**src/rtl/peripheral_spram_ahb3_ctrl.sv**
```systemverilog
// AHB3-Lite slave bridging to a 1R1W byte-enabled SRAM with 1-cycle registered read.
// Zero-wait reads and writes; one wait state on read-after-write to the same word.
module peripheral_spram_ahb3_ctrl #(
  parameter int unsigned ABITS      = 10,
  parameter int unsigned HADDR_SIZE = 32
) (
  input  logic                  clk_i,
  input  logic                  rst_i,
  input  logic                  HSEL,
  input  logic [HADDR_SIZE-1:0] HADDR,
  input  logic [31:0]           HWDATA,
  input  logic                  HWRITE,
  input  logic [2:0]            HSIZE,
  input  logic [2:0]            HBURST,
  input  logic [3:0]            HPROT,
  input  logic [1:0]            HTRANS,
  input  logic                  HREADY,
  output logic [31:0]           HRDATA,
  output logic                  HREADYOUT,
  output logic                  HRESP,
  output logic [ABITS-1:0]      mem_waddr_o,
  output logic [31:0]           mem_din_o,
  output logic                  mem_we_o,
  output logic [3:0]            mem_be_o,
  output logic [ABITS-1:0]      mem_raddr_o,
  input  logic [31:0]           mem_dout_i
);

  localparam int unsigned DW = 32;
  localparam int unsigned BW = 4;

  typedef enum logic [2:0] {
    ST_IDLE,
    ST_WR,
    ST_RD,
    ST_RAW,
    ST_ERR1,
    ST_ERR2
  } state_t;

  state_t           state_q, state_d;
  logic             accept, size_err, rd_accept, raw_hit;
  logic [ABITS-1:0] haddr_word, waddr_q, raddr_q;
  logic [BW-1:0]    be_c, be_q;
  logic             hreadyout_q, hresp_q, we_q, rd_q;
  logic             unused_bits;

  // Address-phase decode and next-state selection
  always_comb begin
    haddr_word = HADDR[ABITS+1:2];
    accept     = HSEL & HREADY & HTRANS[1] & hreadyout_q;
    size_err   = (HSIZE > 3'd2);
    rd_accept  = accept & ~HWRITE & ~size_err & ~rst_i;
    raw_hit    = (state_q == ST_WR) && (haddr_word == waddr_q);

    case (HSIZE[1:0])
      2'b00:   be_c = 4'b0001 << HADDR[1:0];
      2'b01:   be_c = 4'b0011 << {HADDR[1], 1'b0};
      default: be_c = 4'b1111;
    endcase

    state_d = ST_IDLE;
    if (accept) begin
      if (size_err)     state_d = ST_ERR1;
      else if (HWRITE)  state_d = ST_WR;
      else if (raw_hit) state_d = ST_RAW;
      else              state_d = ST_RD;
    end else if (state_q == ST_RAW) begin
      state_d = ST_RD;
    end else if (state_q == ST_ERR1) begin
      state_d = ST_ERR2;
    end
  end

  // State and registered response/write-port controls
  always_ff @(posedge clk_i or posedge rst_i) begin
    if (rst_i) begin
      state_q     <= ST_IDLE;
      hreadyout_q <= 1'b1;
      hresp_q     <= 1'b0;
      we_q        <= 1'b0;
      rd_q        <= 1'b0;
      be_q        <= '0;
      waddr_q     <= '0;
      raddr_q     <= '0;
    end else begin
      state_q     <= state_d;
      hreadyout_q <= ~((state_d == ST_RAW) || (state_d == ST_ERR1));
      hresp_q     <= (state_d == ST_ERR1) || (state_d == ST_ERR2);
      we_q        <= (state_d == ST_WR);
      rd_q        <= (state_d == ST_RD);
      if (state_d == ST_WR) begin
        waddr_q <= haddr_word;
        be_q    <= be_c;
      end else begin
        be_q    <= '0;
      end
      if (rd_accept) raddr_q <= haddr_word;
    end
  end

  // Read address bypasses the register so the SRAM sees it in the address phase
  assign mem_raddr_o = rd_accept ? haddr_word : raddr_q;
  assign mem_waddr_o = waddr_q;
  assign mem_we_o    = we_q;
  assign mem_be_o    = be_q;
  assign mem_din_o   = we_q ? HWDATA : DW'(0);
  assign HRDATA      = rd_q ? mem_dout_i : DW'(0);
  assign HREADYOUT   = hreadyout_q;
  assign HRESP       = hresp_q;

  assign unused_bits = ^{HBURST, HPROT, HTRANS[0], HADDR};

endmodule

```
**config.mk**
```make
export PLATFORM = sky130hd
export DESIGN_NAME = peripheral_spram_ahb3_ctrl
export DESIGN_NICKNAME = d
export VERILOG_FILES = /design/src/rtl/peripheral_spram_ahb3_ctrl.sv
export SDC_FILE = /design/constraint.sdc
export NUM_CORES = 1
export LEC_CHECK = 0
export CORE_ASPECT_RATIO = 2
export CORE_MARGIN = 2
export CORE_UTILIZATION = 25
export CTS_CLUSTER_SIZE = 20
export DETAILED_ROUTE_END_ITERATION = 12
export GPL_ROUTABILITY_DRIVEN = 0
export PLACE_DENSITY = 0.77
export SLEW_MARGIN = 15
export SYNTH_ARGS = -nofsm -noshare
export SYNTH_HDL_FRONTEND = slang
export SYNTH_SLANG_ARGS = --single-unit
export TNS_END_PERCENT = 100
```
**constraint.sdc**
```tcl
create_clock -name clk_i -period 2.77 [get_ports clk_i]
set_input_delay 0.4155 -clock clk_i [delete_from_list [all_inputs] [get_ports clk_i]]
set_output_delay 0.4155 -clock clk_i [all_outputs]
set_load 0.01 [all_outputs]
```
==> metrics.cfg <==
[logic_synthesis]
synthTopCellsByCount = and2_1, dfrtp_1, mux2_4
yosys-top-cells-area = dfrtp_1, and2_1, mux2_4
synth_top_flop_cell = dfrtp_1
synth_edf_count = 0
ys_seq_area_frac = 0.433
netlist_area_sq_mm = 0.00179
synth.avg_cell_area_sq_um = 10.7
yosysTopAreaCell = dfrtp_1
ys_types = 27
synth_top_area_share = 0.418
yosysMostFrequentCell = and2_1
ys_ff_latch = 31
async_flop_share = 1.00
syn_nets = 280
ys_warn_count = 0
netlist_instances = 167

[min_path]
worstHoldStart = raddr_q[6]
hold_class = reg2reg

[floorplanning]
die-area_sq_mm = 0.00791
start_util = 0.259
ios = 204
die_w_microns = 63.9
core_area_sq_mm = 0.00694
rows = 43
die_h_microns = 124

[sta]
hold_viol_final = 0
rsz0062_at_grt = yes
drv_slew = 0
worst_slack_ns = 0.0601
finalCritPeriodShare = 0.978
holdWs_ns = 0.487
min_period_ns = 2.71
setup_viol = 0
max_freq_mhz = 369
slew-limit-headroom = 0.499
skew_ns = 0.00544
worst_pin_slew_ns = 0.751

[grt]
grt_max_degree = 34
grt_pass1_wl_mm = 8.80
grt_pass1_vias = 1789
antenna_found_initial = 0
grt_overflow_total = 0
grt_use_total = 0.143

[pwr]
peakVddDrop_mv = 0.485
p_int_mw = 1.31
p_total_mw = 1.76
pwr-share-clk = 0.287
combinationalPowerShare = 0.352
sw_frac_of_total = 0.258
p_leak_nw = 1.64
p_sw_mw = 0.455
power.density_mw_per_mm2 = 466
seq_power_share = 0.361

[detailed_routing]
via_count = 1848
drtIter0Drc = 39
first_pass_iters = 4
ant_nets = 0
wl_per_cell_microns = 13.7
vias_per_cell = 4.23
drc = 0
drt-total-wl_mm = 6.00

[final_layout]
drive_gt1_frac = 0.104
fin_nets = 459
num_antenna_cells = 0
design_area_sq_mm = 0.00379
seq_area_sq_um = 777
instances_no_fill = 437
area_delta_synth_final_pct = 111
multi_input_area_sq_um = 957
fillers = 603

[flow_run]
cap_violations = 0

[cts]
cts_buffers = 5
worstSkewPairLatency_ns = 0.27
clockBufferDepth = 2
tritoncts = built
htree_num_levels = 2
path_clk_slew_ns = 0.05
cts_sinks = 31
root_buffer = clkbuf_16

[placed_design]
dp_worst_setup_slack_ns = -0.233
placed_cell_area_sq_mm = 0.00364
dp.cells = 429
io_buffers = 175
hpwl_mm = 4.82

[worst_setup_path]
worst_path_largest_cell_delay_ns = 0.50
end_kind = output port
r2r-start = HREADYOUT
cpLargestDelayFamily = buffers and inverters
crit_arrival_ns = 2.29
crit_path_end = mem_raddr_o[3]
ff2ff_path_depth = 4
path_buf_inv = 3
critPathKind = in2out
crit_path_max_fanout = 10
r2r_end = mem_waddr_o[1]
rrSetupSlack_ns = 0.73
required_ns = 2.35
start_kind = input port
slowest_stage = clkdlybuf4s50_1
critPathLaunch = HREADY
cp_cell_sequence = clkdlybuf4s50_1, nand4_2, nand2b_4, or3_1, buf_6, mux2_4, dlygate4sd2_1
crit_cells = 7

[run_status]
outcome = finished clean

-- logic make-up (layout without fill, tap and decap cells) --
logic type,after synthesis,after routing,synth area share
AO/OA/AOI/OAI,11,11,0.0356
XOR/XNOR,10,10,0.0488
buffers and inverters,13,193,0.0418
flip-flops,31,31,0.433
multiplexers,20,20,0.153
AND/OR/NAND/NOR,82,82,0.288
-- layout by cell type, fill, tap and decap left out --
cell and count:
nand4_1 2, clkbuf_16 5, inv_1 4, clkbuf_1 3, o211ai_1 1, nand2_1 1, nor2_1 2, xnor2_1 10
mux2_4 13, nand2b_4 1, nor3b_1 2, dlygate4sd2_1 10, a21oi_1 4, o21ai_0 4, mux2_2 7, nand3_1 2
o21bai_1 1, clkdlybuf4s50_1 165, or3_1 1, buf_6 1, nand2b_1 2, dfstp_2 1, and2_1 64, or3b_1 1
nand4b_1 1, nand4_2 1, buf_4 5, nor4_1 1, a21oi_4 1, or2_2 1, dfrtp_1 30
-- final cells by class --
| class | instances | area share |
|---|---|---|
| clock buffers | 8 | 0.0360 |
| inverters | 4 | 0.00397 |
| multi-input cells | 123 | 0.253 |
| flip-flops and latches | 31 | 0.205 |
| well taps | 90 | 0.0297 |
| repair buffers | 181 | 0.472 |
-- flip-flops by register name, indices dropped and copies added, names as in the netlist --
register     cells
mem_we_o         1
mem_be_o         4
raddr_q         10
mem_waddr_o     10
HRESP            1
rd_q             1
state_q          3
HREADYOUT        1
-- routing by layer --
metal,part of all wire,global-route usage,up-vias
met1,0.31,0.135,844
met3,0.10,0.0434,5
li1,-,-,897
met2,0.58,0.283,102
met5,0,0,-
met4,0.012,0.0489,0
-- worst min-delay path by stage --
stage	end	slack (ns)	depth (start not counted)
3_5_place_dp	raddr_q[6]	0.48	1
3_3_place_gp	raddr_q[6]	0.48	1
6_report	raddr_q[6]	0.49	1
4_1_cts	raddr_q[6]	0.49	1
5_1_grt	raddr_q[5]	0.50	1
2_1_floorplan	raddr_q[0]	0.49	1
-- timing repair --
item | in CTS | in global routing
setup buffers | 0 | 0
hold buffers | 0 | 0
resized for setup | 12 | 1
setup endpoints to repair | 10 | 10
-- power by group through the flow --
stage	clock network, mW	logic, mW	registers [mW]
floorplan	0	0.243	0.660
global route	0.536	0.670	0.651
finish	0.506	0.621	0.638
CTS	0.518	0.631	0.639
global placement	0	0.641	0.641
detailed placement	0	0.647	0.644
-- stage by stage --
step | setup TNS (ns) | util
floorplan | 0 | -
global placement | -2.03 | 0.525
detailed placement | -2.16 | 0.525
CTS | 0 | 0.544
global route | -0.0188 | 0.546
finish | 0 | 0.546
No activity file was read; power rests on OpenSTA's default activity.
